$ cat src/rtl/vdma_burst_arbiter.sv
`default_nettype none
// ============================================================================
// Module   : vdma_burst_arbiter
// Purpose  : Round-robin scheduler sharing one AXI master command port among
//            NCH FIFO status controllers. One transaction outstanding at a
//            time; per-channel fsync suppresses resp/done to the requester
//            without ever dropping cmd_valid before cmd_ready.
// Revision : 1.0 - initial release
// ============================================================================
module vdma_burst_arbiter #(
  parameter  int NCH   = 2,
  parameter  int LSIZE = 9,
  localparam int CW    = (NCH > 1) ? $clog2(NCH) : 1
) (
  input  logic                 clock,
  input  logic                 rst_n,
  input  logic                 enable,
  input  logic [NCH-1:0]       req_burst,
  input  logic [NCH-1:0]       req_tail,
  input  logic [NCH*LSIZE-1:0] req_len,
  input  logic [NCH-1:0]       fsync,
  output logic [NCH-1:0]       resp,
  output logic [NCH-1:0]       done,
  output logic                 cmd_valid,
  input  logic                 cmd_ready,
  output logic [CW-1:0]        cmd_ch,
  output logic [LSIZE-1:0]     cmd_len,
  output logic                 cmd_tail,
  input  logic                 xfer_done,
  output logic                 busy
);

  typedef enum logic [1:0] {
    S_IDLE    = 2'd0,
    S_ISSUE   = 2'd1,
    S_WAIT    = 2'd2,
    S_RELEASE = 2'd3
  } state_t;

  state_t           r_state;
  state_t           w_state_next;
  logic [CW-1:0]    r_last_grant;
  logic [CW-1:0]    r_cmd_ch;
  logic [LSIZE-1:0] r_cmd_len;
  logic             r_cmd_tail;
  logic             r_cmd_valid;
  logic             r_busy;
  logic             r_abort;
  logic [NCH-1:0]   r_resp;
  logic [NCH-1:0]   r_done;

  logic [NCH-1:0]   w_req;
  logic [CW:0]      w_pick;
  logic             w_found;
  logic [CW-1:0]    w_gnt;
  logic             w_grant;
  logic             w_abort_now;

  // Circular search starting just after the last grant; the nearest hit wins
  // because the loop walks from the farthest candidate towards the nearest.
  function automatic logic [CW:0] f_pick(input logic [NCH-1:0] req,
                                         input logic [CW-1:0]  last);
    logic [CW:0] res;
    int          idx;
    res = '0;
    for (int k = NCH; k >= 1; k--) begin
      idx = (int'(last) + k) % NCH;
      if (req[idx]) res = {1'b1, CW'(idx)};
    end
    return res;
  endfunction

  // A channel asserting fsync in the grant cycle is not eligible.
  assign w_req   = (req_burst | req_tail) & ~fsync;
  assign w_pick  = f_pick(w_req, r_last_grant);
  assign w_found = w_pick[CW];
  assign w_gnt   = w_pick[CW-1:0];

  // Abort seen this cycle, including an fsync coinciding with the event.
  assign w_abort_now = r_abort | ((r_state != S_IDLE) && fsync[r_cmd_ch]);

  // State register.
  always_ff @(posedge clock) begin
    if (!rst_n) r_state <= S_IDLE;
    else        r_state <= w_state_next;
  end

  // Next-state logic and grant decision.
  always_comb begin
    w_state_next = r_state;
    w_grant      = 1'b0;
    case (r_state)
      S_IDLE: begin
        if (enable && w_found) begin
          w_state_next = S_ISSUE;
          w_grant      = 1'b1;
        end
      end
      S_ISSUE: begin
        // xfer_done in the handshake cycle is ignored by construction.
        if (cmd_ready) w_state_next = S_WAIT;
      end
      S_WAIT: begin
        if (xfer_done) w_state_next = S_RELEASE;
      end
      S_RELEASE: w_state_next = S_IDLE;
      default:   w_state_next = S_IDLE;
    endcase
  end

  // Registered command, pulses and bookkeeping, all derived from the next state.
  always_ff @(posedge clock) begin
    if (!rst_n) begin
      r_last_grant <= CW'(NCH - 1);
      r_cmd_ch     <= '0;
      r_cmd_len    <= '0;
      r_cmd_tail   <= 1'b0;
      r_cmd_valid  <= 1'b0;
      r_busy       <= 1'b0;
      r_abort      <= 1'b0;
      r_resp       <= '0;
      r_done       <= '0;
    end else begin
      r_cmd_valid <= (w_state_next == S_ISSUE);
      r_busy      <= (w_state_next != S_IDLE);
      r_resp      <= '0;
      r_done      <= '0;
      if (w_grant) begin
        r_cmd_ch     <= w_gnt;
        r_cmd_len    <= req_len[w_gnt*LSIZE +: LSIZE];
        r_cmd_tail   <= req_tail[w_gnt];
        r_last_grant <= w_gnt;
        r_abort      <= 1'b0;
      end else begin
        r_abort <= w_abort_now;
      end
      if ((r_state == S_ISSUE) && cmd_ready && !w_abort_now) r_resp[r_cmd_ch] <= 1'b1;
      if ((r_state == S_WAIT) && xfer_done && !w_abort_now)  r_done[r_cmd_ch] <= 1'b1;
    end
  end

  assign resp      = r_resp;
  assign done      = r_done;
  assign cmd_valid = r_cmd_valid;
  assign cmd_ch    = r_cmd_ch;
  assign cmd_len   = r_cmd_len;
  assign cmd_tail  = r_cmd_tail;
  assign busy      = r_busy;

endmodule
`default_nettype wire

$ cat config.mk
export PLATFORM = sky130hd
export DESIGN_NAME = vdma_burst_arbiter
export DESIGN_NICKNAME = d
export VERILOG_FILES = /design/src/rtl/vdma_burst_arbiter.sv
export SDC_FILE = /design/constraint.sdc
export NUM_CORES = 1
export LEC_CHECK = 0
export CORE_AREA = 3 3 49 51
export CTS_BUF_LIST = sky130_fd_sc_hd__clkbuf_8 sky130_fd_sc_hd__clkbuf_16
export CTS_CLUSTER_SIZE = 40
export DETAILED_ROUTE_END_ITERATION = 16
export DIE_AREA = 0 0 52 54
export DONT_BUFFER_PORTS = 1
export MAX_ROUTING_LAYER = met4
export PLACE_DENSITY_LB_ADDON = 0.25
export RECOVER_POWER = 25
export SYNTH_ARGS = -nofsm -noshare
export SYNTH_HDL_FRONTEND = slang
export SYNTH_SLANG_ARGS = --single-unit
$ cat constraint.sdc
create_clock -name clock -period 2.1 [get_ports clock]
set_input_delay 0.525 -clock clock [delete_from_list [all_inputs] [get_ports clock]]
set_output_delay 0.525 -clock clock [all_outputs]
set_load 0.005 [all_outputs]
==> metrics.md, run 1 <==
| Metric | Value |
|---|---|
| Hold Path Origin | rst_n |
| Number of core rows | 16 |
| Count of unresolved DRC violations after routing | 0 |
| Worst hold path endpoint | r_last_grant |
| Post-CTS Setup Repair Bufs | 0 |
| Overall via count from detail_route | 648 |
| Worst min-delay path category | in -> reg |
| Peak supply drop | 0.000585 V |
| Die height | 54 um |
| Final worst path period share | 72.5% |
| TritonRoute pass-1 iters | 4 |
| # IOs | 46 |
| Shortest clock period the worst path allows after layout | 1520 ps |
| Slack of the worst reg-to-reg path | 580 ps |
| Cell types occupying the most area after synthesis | dfxtp_1 48%, mux2i_1 12%, a21oi_1 6.8% |
| Initial core utilization | 44.6% |
| First-pass GRT wire length | 2.77 mm |
| Fraction of final layout cells with drive strength greater than 1 | 10.0% |
| Sequential area share after synthesis | 47.6% |
| TritonCTS clock tree | yes |
| Clock tree sinks | 21 |
| Source-to-sink clock delay at the later pin of the worst-skew pair | 260 ps |
| Top FF cell, synth | dfxtp_1 |
| Via/cell ratio | 5.54 |
| Top cell type's share of synthesized area | 47.6% |
| Antenna violations before repair | 0 |
| Share of synthesized registers carrying an async set or reset | 0% |
| Final number of hold-violating endpoints | 0 |
| Pin count of the biggest net entering global routing | 22 |
| List of cells traversed by the critical path | nor3b_1 -> o21a_1 -> buf_4 -> o21ai_0 -> a21oi_1 |
| Maximum level of the CTS H-tree | 1 |
| Full die area | 0.00281 mm2 |
| Number of global-route vias before repair | 632 |
| Unrepaired setup endpoints after global routing | false |
| Min-Delay Path Depth | 1 |
| Quantity of I/O buffers inserted on ports | 0 |
| Layout-stage area growth over the synthesis result | 5.95% |
| Skew final | 4.68 ps |
| Final estimated routing congestion in global placement | 0.729 |
| Synthesized area per cell | 10.0 um2 |
| PD cells | 864 mW/mm2 |
| Count of synthesis-stage warnings from yosys | 0 |
| Distinct cells, synth | 26 |
| Transition time at the pin with the least slew margin | 498 ps |
| Endpoint required time on the critical path | 2290 ps |
| Cell with the most instances after synthesis | dfxtp_1 |
| Number of flops mapped to enable cells by yosys | 0 |
| WL/cell | 15.0 um |
| Syn_nets | 117 |
| Register clock-pin slew on the reported worst setup and hold paths | 70 ps |
| Maximum clock insertion buffer count | 2 |
| Total wirelength of the detailed-routed design | 1.76 mm |
| Total of cells resized after clock tree synthesis | 0 |
| Number of instances in the synthesized netlist | 88 |
| Cell leakage power | 0.345 nW |
| Setup Crit Path Kind | reg -> reg |
| Die boundary width | 52 um |
| CP max-delay cell | nor3b_1 |
| Max-slew violation count | 0 |
| DRT iter0 DRCs | 7 |
| Post-synthesis cell type with the largest combined area | dfxtp_1 |
| Clock Root Buffer | clkbuf_8 |
| CTS Buf Count | 3 |
| Critical Path Max Stage Delay | 470 ps |
| Capturing point of the worst reg2reg path | cmd_tail |
| Diodes inserted | 0 |
| Max-slew headroom at the worst pin | 66.7% |
| Worst reg-to-reg path cell count | 5 |
| Leading cell types by count after synthesis | 21 x dfxtp_1, 12 x a21oi_1, 11 x mux2i_1, 11 x o21ai_1, 4 x nor4_1 |
| Setup violations, final | 0 |
| Origin of the worst setup path | r_state[1] |
| NumNets Final | 120 |
| Number of flip-flops and latches in the synthesized netlist | 21 |
| Critical Path Source Type | flip-flop |
| Hold-fix buffers, CTS | 0 |
| Outcome | complete, no violations |
| Max Fclk | 657 MHz |
| Cell area after technology mapping | 883 um2 |
| Remaining antenna violation count after routing | 0 |
| Overall Power | 0.809 mW |
| Total gr overflow | 0 |
| # fillers | 198 |
| Setup Total Neg Slack | 0 ps |
| Startpoint of the worst-slack reg-to-reg timing path | r_state[1] |
| Crit path DAT | 1720 ps |
| Endpoint type of the worst setup path | flip-flop |
| Core Footprint | 0.00198 mm2 |
| Post-DP HPWL | 1.32 mm |
| Total global routing track utilization | 13.9% |
| Maxcap violations | 0 |
| Maximum net fanout on the critical path | 21 |
area by class of cell:
class | instances | area (um2) | share of cell area (%)
clock inverter | 1 | 5.00 | 0.535
clock buffer | 3 | 41.3 | 4.41
tap | 27 | 33.8 | 3.61
multi-input combinational | 61 | 413 | 44.1
inverter | 2 | 7.51 | 0.802
timing repair buffer | 2 | 15.0 | 1.60
sequential | 21 | 420 | 44.9
worst max path at each step:
stage	end	cells past startpoint
after floorplan	cmd_len[0]	5
after global placement	cmd_len[8]	5
after detailed placement	cmd_len[5]	5
after CTS	cmd_tail	5
after global routing	cmd_len[5]	5
final	cmd_tail	5
critical path, delay by kind of cell (launching register included):
| family | cells | cell delay [ps] |
|---|---|---|
| AND/OR/NAND/NOR | 1 | 470 |
| AO/OA/AOI/OAI | 3 | 390 |
| buffers and inverters | 1 | 220 |
| flip-flops | 1 | 370 |
kinds of logic (layout without fill, tap and decap cells):
logic type                after synthesis  after routing  synth area share [%]
AOI/OAI and AO/OA                      34             34                  23.4
DFF                                    21             21                  47.6
muxes                                  11             11                  12.5
buffers and inverters                   6              8                  4.39
and+or+nand+nor                        15             15                  11.2
xor gates and xnor gates                1              1                 0.992
routing by layer:
metal  routed length [um]  vias up  GRT usage, %
li1                     -      324             -
met1                  747      290          14.5
met2                  833       34          23.2
met3                  179        0          6.93
met4                    0        0          3.93
met5                    0        -             -
metrics by stage:
step | area [um2] | util, % | hold WS [ps] | instances | setup WS [ps]
finish | 936 | 47.2 | 353 | 117 | 578
global route | 936 | 47.2 | 337 | 117 | 360
floorplan | 883 | - | 502 | 88 | 655
CTS | 947 | 47.8 | 347 | 117 | 765
global placement | 901 | 45.5 | 527 | 113 | 572
detailed placement | 901 | 45.5 | 527 | 113 | 532
cells in the final DEF, fill, tap and decap left out:
cell	instances
nor2b_1	1
dfxtp_1	21
clkbuf_8	3
a21oi_1	12
buf_4	2
a22oi_1	1
o21ai_0	2
o21ai_1	11
and2_0	1
and3_1	2
mux2i_1	11
a21boi_2	1
a21boi_1	1
o21a_1	2
o21ba_2	1
o21ba_4	1
clkinv_2	1
nand2b_1	3
o22ai_1	1
inv_1	2
nor4_1	4
nor3b_1	1
nor2_1	1
o21bai_1	1
nand2_1	2
xnor2_1	1
power by group:
group          leakage, nW  switching, mW  total (mW)  internal (mW)
registers            0.172         0.0255       0.455          0.429
logic                0.148         0.0508      0.0989         0.0481
clock network       0.0255          0.123       0.255          0.132
total                0.345          0.200       0.809          0.609
flip-flops by register name, indices dropped and copies added (netlist names):
name	flops
done	2
r_abort	1
r_state	2
cmd_valid	1
cmd_ch	1
cmd_tail	1
resp	2
cmd_len	9
r_last_grant	1
busy	1
No activity file was read; power rests on OpenSTA's default activity.
==> run 2: changes to the inputs <==
==> constraint.sdc (replaced) <==
create_clock -name clock -period 1.55 [get_ports clock]
set_input_delay 0.3875 -clock clock [delete_from_list [all_inputs] [get_ports clock]]
set_output_delay 0.3875 -clock clock [all_outputs]
set_load 0.005 [all_outputs]
==> run 2 against run 1 <==
Effect of this change: sequential share of layout area shrank 1.4 points; non-clock buffer count grew 1; clock-buffer cell count is the same; wire length grew 0.17%; critical path type unchanged; clock skew shrank 1.2 ps; die area is the same; critical endpoint is now cmd_len[6]; hold slack lost 140 ps.
==> metrics.md, run 2 (synthesis results as in run 1) <==
| Metric | Value |
|---|---|
| Peak supply drop | 0.000639 V |
| Diodes inserted | 0 |
| List of cells traversed by the critical path | nor3b_4 -> o21a_1 -> buf_4 -> o21ai_1 -> a21oi_1 |
| Max reg flops | 9 |
| Skew final | 3.53 ps |
| Source-to-sink clock delay at the later pin of the worst-skew pair | 250 ps |
| Overall via count from detail_route | 653 |
| Die height | 54 um |
| Transition time at the pin with the least slew margin | 334 ps |
| Met1 GRT Util | 17.2% |
| GRT busiest layer | met2 |
| Maxcap violations | 0 |
| Clock tree sinks | 21 |
| Endpoint type of the worst setup path | flip-flop |
| Commonest non-fill, non-tap cells in the layout | 21 x dfxtp_1, 12 x a21oi_1, 11 x o21ai_1, 11 x mux2i_1, 4 x nor4_1 |
| Initial core utilization | 44.6% |
| Critical Path Stages | 5 |
| NumNets Final | 121 |
| Most common cell after layout, fill and taps aside | dfxtp_1 |
| Max-slew headroom at the worst pin | 77.7% |
| # IOs | 46 |
| Maximum level of the CTS H-tree | 1 |
| Layout-stage area growth over the synthesis result | 9.35% |
| Worst min-delay path category | in -> reg |
| Summed area of non-filler cells in the final layout | 966 um2 |
| Critical Path Max Stage Delay | 390 ps |
| Category of cells accounting for the largest share of critical-path delay | compound AO/OA/AOI/OAI gates |
| Register clock-pin slew on the reported worst setup and hold paths | 70 ps |
| Pin count of the biggest net entering global routing | 19 |
| Quantity of I/O buffers inserted on ports | 0 |
| Via/cell ratio | 5.53 |
| Setup Crit Path Kind | reg -> reg |
| Maximum net fanout on the critical path | 18 |
| Maximum clock insertion buffer count | 2 |
| Critical Path Source Type | flip-flop |
| First-pass GRT wire length | 2.82 mm |
| Total global routing track utilization | 14.0% |
| Unrepaired setup endpoints after global routing | false |
| Remaining antenna violation count after routing | 0 |
| Antenna violations before repair | 0 |
| Fraction of final layout cells with drive strength greater than 1 | 11.0% |
| Number of global-route vias before repair | 639 |
| TritonCTS clock tree | yes |
| Smallest setup slack after layout | 178 ps |
| Total wirelength of the detailed-routed design | 1.76 mm |
| CTS Buf Count | 3 |
| Shortest clock period the worst path allows after layout | 1370 ps |
| Endpoint required time on the critical path | 1740 ps |
| Outcome | complete, no violations |
| Met3 global-route usage | 4.43% |
| Core Footprint | 0.00198 mm2 |
| Standard cell area after detailed placement | 921 um2 |
| Hold-fix buffers, CTS | 0 |
| Max-slew violation count | 0 |
| Cell leakage power | 0.361 nW |
| WL/cell | 14.9 um |
| Die boundary width | 52 um |
| Final estimated routing congestion in global placement | 0.736 |
| Global Route met2 Usage | 20.5% |
| Pre-CTS setup slack | 150 ps |
| TritonRoute pass-1 iters | 4 |
| Crit path DAT | 1560 ps |
| Post-DP HPWL | 1.34 mm |
| Worst reg-to-reg path cell count | 5 |
| Setup Total Neg Slack | 0 ps |
| Clock Root Buffer | clkbuf_8 |
| Max Fclk | 729 MHz |
| Count of unresolved DRC violations after routing | 0 |
| Total of cells resized after clock tree synthesis | 0 |
| Post-CTS Setup Repair Bufs | 0 |
| Final worst path period share | 88.5% |
| CP max-delay cell | dfxtp_1 |
| Overall Power | 1.11 mW |
| PD cells | 1140 mW/mm2 |
| Number of core rows | 16 |
| Full die area | 0.00281 mm2 |
| Setup violations, final | 0 |
| Total buffers and inverters traversed by the critical path | 1 |
| Final number of hold-violating endpoints | 0 |
| Min-Delay Path Depth | 1 |
| Total gr overflow | 0 |
| DRT iter0 DRCs | 8 |
==> run 2: cell type report <==
| class | instances | area [um2] |
|---|---|---|
| Timing Repair Buffer | 3 | 35.0 |
| Clock inverter | 1 | 3.75 |
| Clock buffer | 3 | 41.3 |
| Multi-Input combinational cell | 61 | 424 |
| Fill cell | 190 | 1020 |
| Inverter | 2 | 7.51 |
| Sequential cell | 21 | 420 |
| Tap cell | 27 | 33.8 |
==> run 2: per-layer routing <==
metal	up-vias	share of wire [%]	routed length, um
met3	2	12	205
li1	325	-	-
met1	289	41	718
met5	-	0	0
met4	0	0.91	16
met2	37	47	822
==> run 2: where the power goes <==
| group | internal (mW) | switching, mW | leakage (nW) |
|---|---|---|---|
| combinational | 0.0749 | 0.0728 | 0.161 |
| clock | 0.176 | 0.165 | 0.0269 |
| sequential | 0.582 | 0.0347 | 0.172 |
==> run 2: final timing paths <==
path,end,start,slack [ps]
setup / recovery,cmd_len[6],r_state[1],180
hold / removal,r_last_grant,rst_n,210
setup reg to reg,cmd_len[6],r_state[1],180
hold reg to reg,cmd_len[3],cmd_len[3],540
==> run 2: through the flow <==
| stage | hold slack [ps] | util [%] | cells |
|---|---|---|---|
| 2_1_floorplan | 502 | - | 88 |
| 3_3_place_gp | 488 | 46.5 | 114 |
| 3_5_place_dp | 479 | 46.5 | 114 |
| 4_1_cts | 209 | 48.7 | 118 |
| 5_1_grt | 209 | 48.7 | 118 |
| 6_report | 211 | 48.7 | 118 |
==> run 3: changes to the inputs <==
--- a/config.mk
+++ b/config.mk
@@ -11,6 +11,7 @@
 export DETAILED_ROUTE_END_ITERATION = 16
 export DIE_AREA = 0 0 52 54
 export DONT_BUFFER_PORTS = 1
+export GPL_TIMING_DRIVEN = 0
 export MAX_ROUTING_LAYER = met4
 export PLACE_DENSITY_LB_ADDON = 0.25
 export RECOVER_POWER = 25
==> run 3 against run 2 <==
Effect of this change: global-route usage is 0.94 points higher; worst setup slack gained 37 ps; maximum frequency rose by 2.8%; clock skew hardly changed; highest routed layer unchanged; wire length rose by 7.7%; sequential power is essentially flat; clock-buffer cell count unchanged; hold slack better by 42 ps; combinational power hardly changed; via count grew 2.0%; total power increased by 1.7%; die area unchanged; largest power group unchanged.
==> metrics.md, run 3 (synthesis results as in run 1) <==
| Metric | Value |
|---|---|
| Max-slew violation count | 0 |
| Endpoint type of the worst setup path | flip-flop |
| Capturing point of the worst reg2reg path | cmd_len[5] |
| Critical Path Source Type | flip-flop |
| Overall via count from detail_route | 666 |
| WL/cell | 15.9 um |
| Fraction of final layout cells with drive strength greater than 1 | 12.0% |
| Max-slew headroom at the worst pin | 75.0% |
| Final worst path period share | 86.1% |
| Standard cell area after detailed placement | 917 um2 |
| Post-CTS Setup Repair Bufs | 0 |
| Min-Delay Path Depth | 1 |
| Area of combinational cells with multiple inputs | 424 um2 |
| Max reg flops | 9 |
| Via/cell ratio | 5.60 |
| Remaining antenna violation count after routing | 0 |
| TritonRoute pass-1 iters | 3 |
| Number of global-route vias before repair | 655 |
| Die height | 54 um |
| # fillers | 181 |
| Summed area of non-filler cells in the final layout | 963 um2 |
| Layout-stage area growth over the synthesis result | 9.07% |
| Source-to-sink clock delay at the later pin of the worst-skew pair | 260 ps |
| Total gr overflow | 0 |
| Number of core rows | 16 |
| Shortest clock period the worst path allows after layout | 1330 ps |
| Outcome | complete, no violations |
| TritonCTS clock tree | yes |
| Diodes inserted | 0 |
| Final estimated routing congestion in global placement | 0.744 |
| NumNets Final | 122 |
| Register clock-pin slew on the reported worst setup and hold paths | 80 ps |
| Crit path DAT | 1480 ps |
| Setup Crit Path Kind | reg -> reg |
| Transition time at the pin with the least slew margin | 375 ps |
| Total of cells resized after clock tree synthesis | 0 |
| Maximum clock insertion buffer count | 2 |
| Endpoint required time on the critical path | 1690 ps |
| Max Fclk | 749 MHz |
| Commonest non-fill, non-tap cells in the layout | 21 x dfxtp_1, 12 x a21oi_1, 11 x o21ai_1, 11 x mux2i_1, 4 x nor4_1 |
| Hold Path Origin | rst_n |
| Setup violations, final | 0 |
| Total global routing track utilization | 15.0% |
| Setup Total Neg Slack | 0 ps |
| Pre-CTS setup slack | 112 ps |
| CTS Buf Count | 3 |
| Core Footprint | 0.00198 mm2 |
| Full die area | 0.00281 mm2 |
| DRT iter0 DRCs | 3 |
| # IOs | 46 |
| Slack of the worst reg-to-reg path | 220 ps |
| Maximum level of the CTS H-tree | 1 |
| Register area | 420 um2 |
| Pin count of the biggest net entering global routing | 13 |
| Smallest setup slack after layout | 215 ps |
| Maxcap violations | 0 |
| Unrepaired setup endpoints after global routing | false |
| Peak supply drop | 0.000545 V |
| Post-DP HPWL | 1.39 mm |
| Antenna violations before repair | 0 |
| PD cells | 1170 mW/mm2 |
| Count of unresolved DRC violations after routing | 0 |
| Clock Root Buffer | clkbuf_8 |
| Initial core utilization | 44.6% |
| Maximum net fanout on the critical path | 10 |
| Worst reg-to-reg path cell count | 4 |
| Skew final | 3.48 ps |
| First-pass GRT wire length | 2.93 mm |
| Clock tree sinks | 21 |
| Cell leakage power | 0.358 nW |
| Final number of hold-violating endpoints | 0 |
| Worst hold path endpoint | cmd_ch |
| Worst min-delay path category | in -> reg |
| Most common cell after layout, fill and taps aside | dfxtp_1 |
| Hold-fix buffers, CTS | 0 |
| Die boundary width | 52 um |
| Startpoint of the worst-slack reg-to-reg timing path | r_state[1] |
| Total wirelength of the detailed-routed design | 1.90 mm |
| Quantity of I/O buffers inserted on ports | 0 |
run 3: cell types whose count changed in the layout (fill, tap and decap cells not counted), sizes merged:
cell / before / now
inv: 3 / 2
clkbuf: 3 / 4
clkinv: 0 / 1
run 3: where the power goes:
part / internal [mW] / leakage, nW / switching (mW)
logic: 0.0731 / 0.160 / 0.0779
registers: 0.582 / 0.172 / 0.0364
clock network: 0.179 / 0.0255 / 0.177
run 3: worst max-delay path: stages (launching register included):
cell and delay, ps:
dfxtp_1 390, nor3b_4 290, o21a_1 210, buf_2 240, a21oi_1 100
run 3: how the worst max path moves through the flow:
stage	startpoint	end	slack [ps]	depth (start not counted)
floorplan	fsync[1]	cmd_len[0]	240	5
finish	r_state[1]	cmd_len[5]	220	4
detailed placement	fsync[1]	cmd_len[1]	110	5
global placement	fsync[1]	cmd_tail	150	5
CTS	r_state[1]	cmd_len[5]	210	4
global route	r_state[1]	cmd_len[5]	90	4
run 3: cell type report:
type / instances / share of cell area (%)
Clock buffer: 3 / 4.29
Clock inverter: 1 / 0.519
Inverter: 2 / 0.779
Multi-Input combinational cell: 61 / 44.0
Sequential cell: 21 / 43.6
Tap cell: 27 / 3.51
Buffer: 4 / 3.25
run 3: routing by layer:
metal,vias up,part of all wire [%],GRT usage (%)
li1,330,-,-
met1,295,42,16.7
met2,37,47,24.1
met3,4,9.6,4.71
met4,0,1.5,7.86
met5,-,0,-
run 3: through the flow:
step           utilization [%]  total power, mW  hold slack [ps]  instances
2_1_floorplan                -            0.749              502         88
3_3_place_gp              46.3            0.776              521        115
3_5_place_dp              46.3            0.782              522        115
4_1_cts                   48.6             1.14              248        119
5_1_grt                   48.6             1.18              255        119
6_report                  48.6             1.12              253        119
